===== src/rtl/fop_pkg.sv =====
// Shared definitions for the LUT evaluator: loader state encoding and default truth table.
package fop_pkg;

    typedef enum logic [1:0] {
        IDLE   = 2'd0,
        SHIFT  = 2'd1,
        COMMIT = 2'd2
    } ld_state_t;

    // f(k)=1 for k in {0,1,2,3,5,7,8,11,13}
    localparam logic [15:0] FOP_INIT_4 = 16'h29AF;

endpackage


===== src/rtl/fop_cfg_loader.sv =====
// Serial truth-table loader: shifts 2**N bits (MSB index first) into a shadow
// register and raises commit for one cycle once the last bit has arrived.
module fop_cfg_loader
    import fop_pkg::*;
#(
    parameter int unsigned N = 4
) (
    input  logic              clk,
    input  logic              rst_n,
    input  logic              cfg_valid,
    input  logic              cfg_bit,
    output logic [2**N-1:0]   shadow,
    output logic              commit
);

    localparam int unsigned TW = 2**N;

    ld_state_t       state;
    ld_state_t       state_nxt;
    logic [N-1:0]    cnt;
    logic [N-1:0]    cnt_nxt;
    logic [TW-1:0]   shadow_nxt;

    always_ff @(posedge clk or negedge rst_n) begin
        if (!rst_n) begin
            state  <= IDLE;
            cnt    <= '0;
            shadow <= '0;
        end else begin
            state  <= state_nxt;
            cnt    <= cnt_nxt;
            shadow <= shadow_nxt;
        end
    end

    // The first bit is taken in IDLE, so SHIFT sees bits 2..2**N and commits when cnt wraps.
    always_comb begin
        state_nxt  = state;
        cnt_nxt    = cnt;
        shadow_nxt = shadow;
        commit     = 1'b0;
        case (state)
            IDLE: begin
                if (cfg_valid) begin
                    shadow_nxt = {shadow[TW-2:0], cfg_bit};
                    cnt_nxt    = N'(1);
                    state_nxt  = SHIFT;
                end
            end
            SHIFT: begin
                if (cfg_valid) begin
                    shadow_nxt = {shadow[TW-2:0], cfg_bit};
                    if (cnt == '1) begin
                        cnt_nxt   = '0;
                        state_nxt = COMMIT;
                    end else begin
                        cnt_nxt = cnt + N'(1);
                    end
                end
            end
            COMMIT: begin
                commit    = 1'b1;
                state_nxt = IDLE;
            end
            default: begin
                state_nxt = IDLE;
                cnt_nxt   = '0;
            end
        endcase
    end

endmodule


===== src/rtl/fop_lut_eval.sv =====
// Registered N-input LUT evaluator with ready/valid handshake and serial table reload.
// Optional hit counter enabled by defining FOP_HIT_CNT_EN.
module fop_lut_eval
    import fop_pkg::*;
#(
    parameter int unsigned      N    = 4,
    parameter logic [2**N-1:0]  INIT = FOP_INIT_4,
    parameter int unsigned      CW   = 8
) (
    input  logic           clk,
    input  logic           rst_n,
    input  logic           in_valid,
    output logic           in_ready,
    input  logic [N-1:0]   in,
    output logic           out_valid,
    input  logic           out_ready,
    output logic           out,
    input  logic           cfg_valid,
    input  logic           cfg_bit,
    output logic           cfg_done,
    output logic [CW-1:0]  hit_cnt
);

    logic [2**N-1:0] lut;
    logic [2**N-1:0] shadow;
    logic            commit;
    logic            accept;

    fop_cfg_loader #(
        .N(N)
    ) u_loader (
        .clk       (clk),
        .rst_n     (rst_n),
        .cfg_valid (cfg_valid),
        .cfg_bit   (cfg_bit),
        .shadow    (shadow),
        .commit    (commit)
    );

    assign cfg_done = commit;
    assign in_ready = !out_valid || out_ready;
    assign accept   = in_valid && in_ready;

    // An operand accepted during commit still reads the old table at this edge.
    always_ff @(posedge clk or negedge rst_n) begin
        if (!rst_n) begin
            lut <= INIT;
        end else if (commit) begin
            lut <= shadow;
        end
    end

    always_ff @(posedge clk or negedge rst_n) begin
        if (!rst_n) begin
            out_valid <= 1'b0;
            out       <= 1'b0;
        end else if (accept) begin
            out_valid <= 1'b1;
            out       <= lut[in];
        end else if (out_ready) begin
            out_valid <= 1'b0;
        end
    end

`ifdef FOP_HIT_CNT_EN
    always_ff @(posedge clk or negedge rst_n) begin
        if (!rst_n) begin
            hit_cnt <= '0;
        end else if (out_valid && out_ready && out && (hit_cnt != '1)) begin
            hit_cnt <= hit_cnt + CW'(1);
        end
    end
`else
    assign hit_cnt = '0;
`endif

endmodule


===== config.mk =====
export PLATFORM = sky130hd
export DESIGN_NAME = fop_lut_eval
export DESIGN_NICKNAME = d
export VERILOG_FILES = /design/src/rtl/fop_pkg.sv /design/src/rtl/fop_cfg_loader.sv /design/src/rtl/fop_lut_eval.sv
export SDC_FILE = /design/constraint.sdc
export NUM_CORES = 1
export LEC_CHECK = 0
export BUFFER_PORTS_ARGS = -buffer_cell sky130_fd_sc_hd__buf_4
export CAP_MARGIN = 25
export CORE_ASPECT_RATIO = 1.2
export CORE_MARGIN = 2
export CORE_UTILIZATION = 40
export CTS_BUF_LIST = sky130_fd_sc_hd__clkbuf_4 sky130_fd_sc_hd__clkbuf_8 sky130_fd_sc_hd__clkbuf_16
export DETAILED_ROUTE_END_ITERATION = 16
export PLACE_DENSITY = 0.64
export RECOVER_POWER = 50
export SLEW_MARGIN = 10
export SYNTH_ARGS = -nofsm -noshare
export SYNTH_HDL_FRONTEND = slang
export SYNTH_SLANG_ARGS = --single-unit

===== constraint.sdc =====
create_clock -name clk -period 2 [get_ports clk]
set_input_delay 0.3 -clock clk [delete_from_list [all_inputs] [get_ports clk]]
set_output_delay 0.3 -clock clk [all_outputs]
set_load 0.05 [all_outputs]

==> impl.org, run 1 <==
** Logic synthesis
- Synthesized-area fraction occupied by and/or/nand/nor cells :: 7.07%
- By area the synthesized netlist is led by sky130_fd_sc_hd__dfrtp_1 (43%), sky130_fd_sc_hd__mux2_2 (21%), sky130_fd_sc_hd__dfstp_2 (13%).
- After Yosys synthesis, XOR and XNOR cells account for 0% of the synthesized area.
- Summed over its instances, the top area cell type makes up 42.6% of the synthesized netlist area.
- Post-Synthesis Cells :: about 140
- Adder-Cell Fraction of Synth Area :: less than 1%
- For this run, the number of Yosys warnings is 0.
- Share of cell area taken by muxes after synthesis :: 24.8%
- Area fraction in compound gates after synthesis :: under 10%
- Fraction of the yosys area taken by sequential cells :: 55.6%
- Post-Synthesis Cell Area :: between 1500 and 2000 um2
- Dividing the synthesized area by the synthesized cell count gives between 10 and 15 um2.
- By area, the combinational part of the netlist is dominated by multiplexers.
- After synthesis, the netlist uses 32 different library cells.
- Post-synthesis cell type with the largest combined area :: sky130_fd_sc_hd__dfrtp_1
- In this run, synthesis produced a sequential element count of 40.

** Finish
- Most used cells in the layout excluding fill and tap cells :: sky130_fd_sc_hd__mux2_2 (34), sky130_fd_sc_hd__dfrtp_1 (31), sky130_fd_sc_hd__buf_4 (14)
- Antenna diodes :: 0
- After the flow finishes, the layout carries non-filler instances totaling between 200 and 250.
- The sequential cells in the finished layout cover a total of 1010 um2.
- Share of final-layout standard cells stronger than drive strength 1 :: approximately 45%
- Area occupied by multi-input gates :: 727 um2
- Most common library cell in the layout ignoring fill and taps :: sky130_fd_sc_hd__mux2_2
- Fill cell count :: 397
- Growth of design area from synthesis to finish :: 10.8%
- Number of nets in the layout :: about 160

** STA
- Worst relative slew slack :: between 30 and 40%
- In the final timing run, aggregate negative setup slack is 0 ns.
- Highest attainable clock frequency :: ~560 MHz
- Smallest hold slack :: 0.221 ns
- RSZ-0062 raised after global routing :: false
- For the pin with the worst max-slew slack, the measured transition is 0.950 ns.
- Final number of hold-violating endpoints :: 0
- The worst path needs 1.77 ns of the cycle, external delays included.
- Setup violations remaining at the end of the flow were counted as 0.
- Post-Route Skew :: slightly below 0.004 ns
- Share of the cycle needed by the critical path after routing :: 88.6%
- The max-slew violation count was 0.

** Die
- DIE AREA :: roughly 5100 um2
- In this run the standard cell core region covers around 4300 um2.
- Initial Utilization :: between 40% and 50%
- Die boundary width :: roughly 66 um
- I/O pin cnt :: 22
- Measured along the y axis, the die boundary spans approximately 78 um.
- Number of cell rows :: 26

** Worst hold path
- The worst hold path begins at in_valid.
- Min-Delay Path Class :: in2reg

** Drt
- Routed wire per std cell :: approximately 14 um
- After detailed routing, the number of vias per cell comes to ~5.0.
- Router iterations before antenna repair :: 2
- In this run, the number of DRC markers left after iteration 0 of detailed routing was 67.
- Once detail routing completed, the nets flagged for antenna violations numbered 0.
- The routed layout has between 1000 and 1500 vias.
- After detailed routing, the number of remaining DRC violations is 0.
- Wires add up to 2870 um.

** Worst setup path
- Of all nets on the critical path, the largest fanout is 19.
- At the worst endpoint, the required time is between 1.5 and 2 ns.
- Kind of critical path :: reg2out
- For the worst setup path, the data arrival time is approximately 1.5 ns.
- Startpoint of the most critical register-to-register path :: u_loader.state[1]
- STA classifies the critical path endpoint as a primary output.
- Launching element type of the critical path :: flop
- The most critical setup path has its startpoint at u_loader.state[1].

** Place
- During placement, the flow inserted port buffers numbering 13.
- RePlAce Congestion :: 0.695
- Post-Place Cells :: 200

** GRT
- Largest net degree at the start of global routing :: between 40 and 50
- The number of antenna violations at the first check in global routing came to 0.
- Total congestion overflow :: 0
- The first global-routing pass estimated about 5000 um of wire.
- Overall track demand over capacity in global routing :: between 10% and 20%
- Vias in the first global route :: roughly 1100

** Pwr
- Summed over all nets, the switching power comes to approximately 660 uW.
- Of the total power, the share spent switching nets is between 20% and 30%.
- The share of total power dissipated in combinational logic is ~23%.
- The share of total power dissipated in sequential elements is between 50% and 60%.
- VDD sags by at most about 0.41 mV.
- Leakage dissipation :: 0.927 nW
- Clock network fraction of total power :: 21.4%
- For this design the ratio of total power to cell area is 1140 nW/um2.
- The internal power of the cells totals ~1.6 mW.

** CTS
- The root buffer cell chosen for the clock tree is sky130_fd_sc_hd__clkbuf_8.
- The number of gates resized after CTS was 0.
- CTS built an H-tree with a depth of 2.
- CTS sink count :: 40
- TritonCTS clock tree :: built
- TritonCTS buffer count :: 5
- No sink is reached through more buffers than the 2 on the longest clock path.
- Clock slew seen by the registers of the worst setup and hold paths :: 0.07 ns
- Clock latency on the worst-skew pair :: about 0.28 ns
- Number of hold-repair buffers added at the cts stage :: 1
- Buffers inserted during post-CTS setup optimization :: 0

** Flow run
- Max_cap viols :: 0

** Outcome
- Outcome :: finished, final reports clean
## flip-flops by register name, indices dropped and copies added, names as in the netlist
signal           cells
lut                 16
out_valid            1
out                  1
u_loader.cnt         4
u_loader.state       2
u_loader.shadow     16
## logic make-up (layout without fill, tap and decap cells)
logic type | Yosys count | in the layout
flops | 40 | 40
mux | 38 | 38
simple gates | 24 | 24
buf+inv | 17 | 25
compound gates | 16 | 16
fa+ha+maj | 1 | 1
other cells | 1 | 8
## worst max-delay path: stages, from the launching register on
cell	delay [ns]
sky130_fd_sc_hd__dfrtp_1	0.50
sky130_fd_sc_hd__nor2b_1	0.17
sky130_fd_sc_hd__buf_4	0.27
sky130_fd_sc_hd__buf_4	0.25
## synth_stat cells
| cell | instances |
|---|---|
| sky130_fd_sc_hd__nand3b_1 | 2 |
| sky130_fd_sc_hd__a211o_2 | 1 |
| sky130_fd_sc_hd__a2bb2oi_1 | 1 |
| sky130_fd_sc_hd__mux2_2 | 34 |
| sky130_fd_sc_hd__or4_1 | 1 |
| sky130_fd_sc_hd__buf_4 | 8 |
| sky130_fd_sc_hd__mux4_1 | 1 |
| sky130_fd_sc_hd__nor2_1 | 2 |
| sky130_fd_sc_hd__nand2_1 | 7 |
| sky130_fd_sc_hd__buf_2 | 6 |
| sky130_fd_sc_hd__nor2b_1 | 2 |
| sky130_fd_sc_hd__a22o_1 | 1 |
| sky130_fd_sc_hd__a21oi_1 | 4 |
| sky130_fd_sc_hd__nand3_1 | 3 |
| sky130_fd_sc_hd__mux4_2 | 1 |
| sky130_fd_sc_hd__a21o_1 | 1 |
| sky130_fd_sc_hd__nor4_1 | 1 |
| sky130_fd_sc_hd__conb_1 | 1 |
| sky130_fd_sc_hd__mux2i_1 | 2 |
| sky130_fd_sc_hd__o22ai_1 | 1 |
| sky130_fd_sc_hd__o21ai_0 | 5 |
| sky130_fd_sc_hd__o41ai_1 | 1 |
| sky130_fd_sc_hd__and3_1 | 1 |
| sky130_fd_sc_hd__and2b_2 | 1 |
| sky130_fd_sc_hd__buf_6 | 1 |
| sky130_fd_sc_hd__dfstp_2 | 9 |
| sky130_fd_sc_hd__inv_1 | 2 |
| sky130_fd_sc_hd__dfrtp_1 | 31 |
| sky130_fd_sc_hd__ha_1 | 1 |
| sky130_fd_sc_hd__nand2b_1 | 3 |
| sky130_fd_sc_hd__nor3_1 | 1 |
| sky130_fd_sc_hd__o311ai_1 | 1 |
## per-stage QoR
| step | worst slack, ns | instance area [um2] | power (mW) | utilization (%) |
|---|---|---|---|---|
| after floorplan | 0.125 | 1850 | 1.68 | - |
| after global placement | 0.558 | 1930 | 1.79 | 44.6 |
| after detailed placement | 0.524 | 1930 | 1.83 | 44.6 |
| after CTS | 0.211 | 2020 | 2.34 | 46.7 |
| after global routing | 0.139 | 2020 | 2.46 | 46.6 |
| final | 0.228 | 2020 | 2.30 | 46.6 |
## cell type report
cell class	instances	area share (%)
Inverter	2	0.372
Sequential cell	40	50.2
Clock inverter	1	0.248
Clock buffer	6	3.78
Timing Repair Buffer	16	5.95
Tap cell	56	3.47
Multi-Input combinational cell	87	36.0
## path summary, 6_finish.rpt
kind / to / slack, ns / depth (start not counted)
worst max-delay path: cfg_done / 0.23 / 3
worst min-delay path: out_valid / 0.22 / 2
worst max register to register: lut[14] / 0.58 / 3
worst min register to register: lut[6] / 0.51 / 1
max in group asynchronous: u_loader.shadow[11] / 0.71 / 2
min in group asynchronous: u_loader.state[1] / 0.69 / 2
## layer usage
layer / share of wire, % / wire length, um / track usage (%) / vias up
met2: 50 / 1440 / 21.0 / 23
met3: 4.5 / 130 / 4.35 / 7
met5: 0 / 0 / 0 / -
met4: 2.4 / 68 / 6.88 / 0
met1: 43 / 1240 / 15.0 / 515
li1: - / - / - / 501
## power groups by stage
stage / sequential [mW] / combinational [mW] / clock, mW
5_1_grt: 1.33 / 0.585 / 0.551
3_3_place_gp: 1.29 / 0.498 / 0
2_1_floorplan: 1.24 / 0.446 / 0
6_report: 1.29 / 0.517 / 0.494
3_5_place_dp: 1.31 / 0.522 / 0
4_1_cts: 1.29 / 0.525 / 0.519
(Power assumes the default switching activity.)
==> run 2, diff against run 1 <==
- CORE_ASPECT_RATIO: 1.2 -> 1.1
==> run 2 against run 1 <==
  * Via count rose by 1.6%
  * Cell area up 1.4%
  * Sequential share of layout area is 0.70 points lower
  * Utilization is 0.43 points higher
  * Critical endpoint unchanged
==> impl.org, run 2 (same netlist as run 1, synthesis figures left out) <==
** Drt
- Routed wire length :: around 2800 um
- Dividing the detail-routed via count by the number of cells gives approximately 5.1.
- Residual antenna-violating net count after detailed routing :: 0
- Remaining routing DRC violations :: 0
- Router iterations before antenna repair :: 4
- Routed wire per std cell :: ~14 um
- Detailed router's first-iteration violation count :: 78
- The routed layout has around 1100 vias.

** Finish
- Growth of design area from synthesis to finish :: 12.4%
- The number of antenna diodes in the final layout is 0.
- In the final layout, the multi-input gates occupy 727 um2.
- Area used by sequential logic in the layout :: around 1000 um2
- Biggest registers after layout :: lut: 16 flops, u_loader.shadow: 16 flops, u_loader.cnt: 4 flops
- Number of nets in the layout :: 163
- Share of final-layout standard cells stronger than drive strength 1 :: approximately 44%
- Leaving out fill and tap cells, the most frequent cell in the layout is sky130_fd_sc_hd__mux2_2.
- Area of all placed cells without fillers :: approximately 2000 um2
- The filler cells instantiated in the layout total ~380.
- Measured on the finished design, the core utilization comes to a little under half.
- Most used cells in the layout excluding fill and tap cells :: sky130_fd_sc_hd__mux2_2 (34), sky130_fd_sc_hd__dfrtp_1 (31), sky130_fd_sc_hd__buf_4 (13)

** Worst setup path
- The worst setup path is launched from a flop.
- In this run the critical register-to-register path is captured at lut[10].
- Startpoint of the most critical register-to-register path :: u_loader.state[1]
- The most critical setup path has its endpoint at cfg_done.
- Worst reg-to-reg path cell count :: 3
- In this run the register-to-register setup slack is 0.53 ns.
- STA puts the critical path data required time at between 1.5 and 2 ns.
- Data on the critical path arrives at its endpoint at roughly 1.2 ns.
- The critical path is of the reg2out type.
- In this run the worst setup path begins at u_loader.state[1].
- The worst setup path is captured at a primary output.
- Along the worst path, the maximum fanout reaches 10.

** Place
- Detailed placement ended at an HPWL of 2010 um.
- Summing all placed instances gives a cell area of 1930 um2.
- Count of buffers from port buffering :: 13
- Routability-driven placement finished with a final weighted congestion of about 0.7.

** STA
- Final TNS setup :: 0 ns
- For the pin with the worst max-slew slack, the measured transition is approximately 0.95 ns.
- The hold violation total from the final report came to 0.
- Final hold analysis gives a worst-case slack of ~0.21 ns.
- The worst path needs around 1.5 ns of the cycle, external delays included.
- Clock skew on the completed layout was measured at between 0.01 and 0.015 ns.
- RSZ-0062 raised after global routing :: false
- Slew Viols, Final :: 0
- Timing would allow up to 661 MHz.
- Dividing the final minimum period by the clock period gives 75.6%.
- Worst relative slew slack :: 36.8%
- Number of setup violations in the final report :: 0

** Worst hold path
- In this run the worst hold path is classified as in2reg.

** CTS
- TritonCTS built the clock tree.
- Clock latency on the worst-skew pair :: 0.30 ns
- Clock-pin slew was measured on the worst setup and hold paths at about 0.09 ns.
- TritonCTS buffer count :: 5
- Total number of H-tree levels :: 2
- CTS Root Buffer Type :: sky130_fd_sc_hd__clkbuf_8
- Once the clock tree was built, the resizer swapped 0 gates to a different size.
- Maximum buffer depth of the clock tree :: 2
- Clock tree synthesis found a total of 40 sinks.

** Pwr
- Power spread over the standard cell area amounts to 1200 nW/um2.
- IR analysis of the VDD net gives a maximum drop of approximately 0.33 mV.
- Summed over all cells, the static leakage comes to 0.936 nW.

** Die
- Once the floorplan was initialized, standard cells occupied between 40% and 50% of the core.
- DIE AREA :: 5110 um2
- Core Box Area :: between 4000 and 5000 um2
- Die boundary width :: 68.3 um
- Height of the die :: between 70 and 80 um
- The floorplan has 25 rows.
- During I/O placement, the number of pins put on the boundary was 22.

** GRT
- First-pass GRT wire length :: 5130 um
- Global routing used 13.5% of the available tracks.
- Number of antenna violations at the first check in global routing :: 0
- The via count of the first global-routing pass came to between 1000 and 1500.
- Total congestion overflow :: 0
- Entering global routing, the biggest net connects roughly 40 pins.

** Outcome
- Outcome :: finished, final reports clean

** Flow run
- Max_cap viols :: 0
==> run 2: cell types whose count changed in the layout (fill, tap and decap cells not counted) <==
cell,change
sky130_fd_sc_hd__clkinv_4,+2
sky130_fd_sc_hd__buf_4,-1
sky130_fd_sc_hd__bufinv_16,+1
sky130_fd_sc_hd__clkbuf_4,-1
sky130_fd_sc_hd__clkbuf_1,+1
sky130_fd_sc_hd__clkinv_2,-1
==> run 2: final cells by class <==
cell class                 instances  share of cell area, %
clock buffer                       5                   3.36
timing repair buffer              16                   5.68
sequential                        40                   49.4
inverter                           2                  0.367
multi-input combinational         87                   35.5
tap                               54                   3.30
clock inverter                     3                   2.32
==> run 2: worst min-delay path by stage <==
stage | start | endpoint | slack [ns] | cells past startpoint
floorplan | rst_n | lut[10] | 0.004 | 0
global placement | rst_n | u_loader.shadow[11] | 0.30 | 1
detailed placement | rst_n | u_loader.shadow[12] | 0.30 | 1
CTS | in_valid | out_valid | 0.21 | 2
global route | in_valid | out_valid | 0.21 | 2
finish | in_valid | out_valid | 0.21 | 2
==> run 2: routing by layer <==
metal | global-route usage [%] | share of wire (%) | routed length, um
met1 | 16.4 | 46 | 1290
met4 | 8.44 | 1.6 | 44
met5 | 0 | 0 | 0
met3 | 3.29 | 4.0 | 114
met2 | 21.7 | 49 | 1380
==> run 2: per-stage QoR <==
stage | setup WS [ns] | std cells | power [mW]
2_1_floorplan | 0.125 | 144 | 1.68
3_3_place_gp | 0.556 | 198 | 1.79
3_5_place_dp | 0.518 | 198 | 1.82
4_1_cts | 0.465 | 207 | 2.50
5_1_grt | 0.398 | 207 | 2.63
6_report | 0.488 | 207 | 2.46
==> run 2: what timing repair did <==
action / CTS / global route
hold buffers: 1 / 0
buffers inserted: 0 / 0
endpoints found under the hold margin: 31 / 0
==> run 2: worst max-delay path, stage by stage, from the launching register on <==
cell                      delay [ns]
sky130_fd_sc_hd__dfrtp_1        0.49
sky130_fd_sc_hd__nor2b_1        0.21
sky130_fd_sc_hd__buf_4          0.22
==> run 2: power breakdown <==
group / switching [mW] / leakage [nW] / internal (mW)
sequential: 0.189 / 0.474 / 1.10
combinational: 0.218 / 0.404 / 0.292
clock: 0.286 / 0.0583 / 0.376
==> run 3, diff against run 2 <==
- ABC_AREA: default -> 1
- PLACE_DENSITY: 0.64 -> 0.67
- clock period: 2 -> 1.2 ns (I/O delays scaled with it)
==> run 3 against run 2 <==
  * The run now ends with setup timing left
  * Combinational power is 59% higher
  * Critical path depth stayed put
  * Cell area is 5.7% higher
  * Non-clock buffer count is 8 higher
  * Sequential cell count stayed put
  * Sequential share of layout area is 2.6 points lower
  * Clock power is 65% higher
  * Sequential power is 38% higher
  * Cell count is 40% higher
  * Wire length is 12% higher
  * Clock-buffer cell count is 1 higher
  * Critical path type unchanged
==> impl.org, run 3 <==
** Outcome
- Outcome :: complete, but fails checks
- The checks that failed: setup timing.

** Drt
- Router iterations before antenna repair :: 4
- The detail route stage leaves a number of antenna-violating nets equal to 0.
- After detailed routing, the average wire length per cell comes to around 11 um.
- Routed wire length :: between 3000 and 4000 um
- Detailed router's first-iteration violation count :: between 60 and 70
- Remaining routing DRC violations :: 0
- Post-DR vias/cell :: between 4 and 5
- Detailed-route via count :: roughly 1400

** Logic synthesis
- Top-count cell post-synth :: sky130_fd_sc_hd__nand2_1
- After synthesis the cells add up to 1820 um2.
- Dominant register cell in the synthesized netlist :: sky130_fd_sc_hd__dfrtp_1
- In this run, distinct cell masters in the synthesized netlist total 25.
- Dividing the synthesized area by the synthesized cell count gives 8.62 um2.
- By area the synthesized netlist is led by sky130_fd_sc_hd__dfrtp_1 (43%), sky130_fd_sc_hd__nand2_1 (14%), sky130_fd_sc_hd__dfstp_2 (13%).
- The commonest cells after synthesis are sky130_fd_sc_hd__nand2_1 (66), sky130_fd_sc_hd__dfrtp_1 (31), sky130_fd_sc_hd__inv_1 (24), sky130_fd_sc_hd__o21ai_0 (22), sky130_fd_sc_hd__nand3_1 (14).
- Count of flip-flops with a built-in enable after synthesis :: 0
- Of all flip-flops after synthesis, the portion carrying an async set or reset was 100%.
- The largest total area in the synthesized netlist belongs to sky130_fd_sc_hd__dfrtp_1.
- Summing the sequential cell areas from Yosys gives between 50% and 60% of the chip area.
- The synthesized design contains 40 register bits.
- Fraction of post-synthesis cell area in the top cell type by area :: a little over two fifths
- Post-Synthesis Cells :: about 210
- The Yosys step of the flow raised 0 warnings.

** STA
- The max-slew violation count came to 0.
- Highest attainable clock frequency :: approximately 800 MHz
- At the pin with the least slew margin, the transition time is between 0.5 and 0.6 ns.
- Final TNS setup :: -0.0399 ns
- The worst path uses 103% of the clock period.
- Setup slack after layout :: -0.0399 ns
- On the final layout, the worst clock skew is 0.00497 ns.
- Smallest hold slack :: approximately 0.11 ns
- Setup violations remaining at the end of the flow were counted as 1.
- Tmin final :: approximately 1.2 ns
- Final number of hold-violating endpoints :: 0
- Worst relative slew slack :: around 64%
- RSZ-0062 raised after global routing :: true

** Place
- Total cell area at the placement stage :: roughly 1900 um2
- Post-DP HPWL :: roughly 2100 um
- At the end of routability-driven placement, the weighted congestion stood at around 0.77.
- During placement, the flow inserted port buffers numbering 13.
- Worst setup timing slack at the placement stage :: about 0.013 ns

** GRT
- The number of antenna violations at the first check in global routing is 0.
- The first global-routing pass estimated around 5300 um of wire.
- The via count of the first global-routing pass was ~1100.
- In the global route stage, overall resource usage came out at 14.0%.
- Entering global routing, the biggest net connects 41 pins.
- The total overflow left after global routing is 0.

** Finish
- Most common library cell in the layout ignoring fill and taps :: sky130_fd_sc_hd__nand2_1
- Summing all multi-input logic gate instances after layout gives 646 um2.
- Biggest registers after layout :: lut: 16 flops, u_loader.shadow: 16 flops, u_loader.cnt: 4 flops
- In the final layout, the share of cells above drive strength 1 is between 20% and 30%.
- After the last flow step, the layout net total stands at 245.
- Antenna diodes :: 0
- Growth of design area from synthesis to finish :: 19.1%
- Area used by sequential logic in the layout :: between 1000 and 1500 um2
- After routing the design area is 2160 um2.
- In the layout the commonest cells are sky130_fd_sc_hd__nand2_1 (65), sky130_fd_sc_hd__dfrtp_1 (29), sky130_fd_sc_hd__inv_1 (24).
- Fill cells in the final layout number between 400 and 500.

** Worst setup path
- Reg-to-reg critical path endpoint :: u_loader.cnt[3]
- The startpoint identified for the worst register-to-register timing path is u_loader.state[0].
- For the worst setup path, the data required time is 1.02 ns.
- Worst reg-to-reg path cell count :: 5
- Launching element type of the critical path :: flop
- Critical path arrival :: between 1 and 1.5 ns
- The setup check on the worst reg-to-reg path leaves a slack of ~0.010 ns.
- Kind of critical path :: reg2out
- In this run the worst path has a maximum fanout of 3.
- Element type at the critical path end :: primary output

** Worst hold path
- The worst hold path terminates at u_loader.shadow[0].
- The worst hold path begins at cfg_bit.
- The worst hold path passes through 3 cells.
- The tightest min-delay check is of the in2reg type.

** CTS
- TritonCTS buffer count :: 5
- CTS built an H-tree with a depth of 2.
- Clock latency on the worst-skew pair :: between 0.2 and 0.3 ns
- After clock tree synthesis, the clock-pin slew on the worst setup and hold paths is 0.07 ns.
- CTS saw 40 sinks.
- TritonCTS clock tree :: built
- Counting along the longest clock path gives a buffer depth of 2.
- The root buffer cell chosen for the clock tree is sky130_fd_sc_hd__clkbuf_8.

** Pwr
- Summed over all cells, the static leakage comes to a little over 1 nW.
- Summed over all nets, the switching power comes to 1.12 mW.
- Internal power comes to 2.56 mW.
- Per report_power, the clock group accounts for between 20% and 30% of the total.
- Net switching is a little under a third of the power.
- Combinational logic burns between 20% and 30% of the power.
- Overall power consumption :: 3.68 mW
- In this run the power density over the cells is between 1500 and 2000 nW/um2.
- Sequential power share :: 48.3%
- The worst-case IR drop observed on VDD is 0.759 mV.

** Die
- Core Box Area :: between 4000 and 5000 um2
- The initial utilization of the core area, before any placement, comes to between 40% and 50%.
- During I/O placement, the number of pins put on the boundary was 22.
- Height of the die :: roughly 75 um
- Die boundary width :: approximately 68 um
- The floorplan step defined a die boundary enclosing between 5000 and 6000 um2.
- Number of cell rows :: 25

** Flow run
- Across the run, the number of max-cap violations was 0.
[run 3: cell types whose count changed after synthesis, moves of 11 or more]
cell / change
sky130_fd_sc_hd__o21ai_1: +12
sky130_fd_sc_hd__mux2_2: -34
sky130_fd_sc_hd__nand3_1: +11
sky130_fd_sc_hd__inv_1: +22
sky130_fd_sc_hd__nand2_1: +59
sky130_fd_sc_hd__o21ai_0: +17
[run 3: cells by family after synthesis]
group	Yosys count	synth area share (%)
compound gates	40	12.5
fa+ha+maj	1	0.688
buf+inv	43	11.6
flops	40	55.7
other cells	1	0.206
simple gates	86	19.3
[run 3: critical path: stages (launching register included)]
cell and delay [ns]:
sky130_fd_sc_hd__dfrtp_2 0.45, sky130_fd_sc_hd__nor2_4 0.15, sky130_fd_sc_hd__buf_8 0.17
[run 3: what timing repair did]
item,CTS,global route
buffers inserted,3,5
hold buffers,1,0
setup endpoints to repair,4,23
gates resized for setup,3,11
hold endpoints to repair,31,0
pin swaps,1,3
[run 3: how the worst max path moves through the flow]
stage / from / slack (ns) / end
after floorplan: u_loader.state[1] / -0.04 / lut[4]
final: u_loader.state[0] / -0.04 / cfg_done
after global placement: u_loader.cnt[0] / 0.05 / u_loader.cnt[0]
after detailed placement: u_loader.state[1] / 0.01 / lut[9]
after CTS: u_loader.state[0] / -0.03 / cfg_done
after global routing: u_loader.state[1] / -0.07 / cfg_done
[run 3: area by class of cell]
type / instances / area share (%)
Clock buffer: 6 / 3.53
Clock inverter: 2 / 1.62
Inverter: 28 / 5.32
Multi-Input combinational cell: 135 / 29.8
Sequential cell: 40 / 46.9
Tap cell: 54 / 3.12
Timing Repair Buffer: 24 / 9.71
[run 3: per-stage QoR]
step           utilization, %  std cells
3_5_place_dp             44.4        272
2_1_floorplan               -        218
3_3_place_gp             44.4        272
4_1_cts                  47.9        284
5_1_grt                  49.8        289
6_report                 49.8        289
[run 3: per-layer routing]
metal | wire length (um) | up-vias | share of wire [%] | GRT usage (%)
li1 | - | 694 | - | -
met1 | 1560 | 639 | 49 | 19.4
met2 | 1410 | 29 | 44 | 20.3
met3 | 155 | 6 | 4.9 | 4.78
met4 | 51 | 0 | 1.6 | 5.33
met5 | 0 | - | 0 | 0
[run 3: power groups by stage]
| stage | Clock (mW) | Combinational (mW) | Sequential (mW) |
|---|---|---|---|
| after floorplan | 0 | 0.546 | 1.78 |
| after CTS | 1.12 | 0.760 | 1.77 |
| final | 1.09 | 0.813 | 1.78 |
| after global routing | 1.17 | 0.948 | 1.81 |
| after detailed placement | 0 | 0.722 | 1.79 |
| after global placement | 0 | 0.698 | 1.79 |
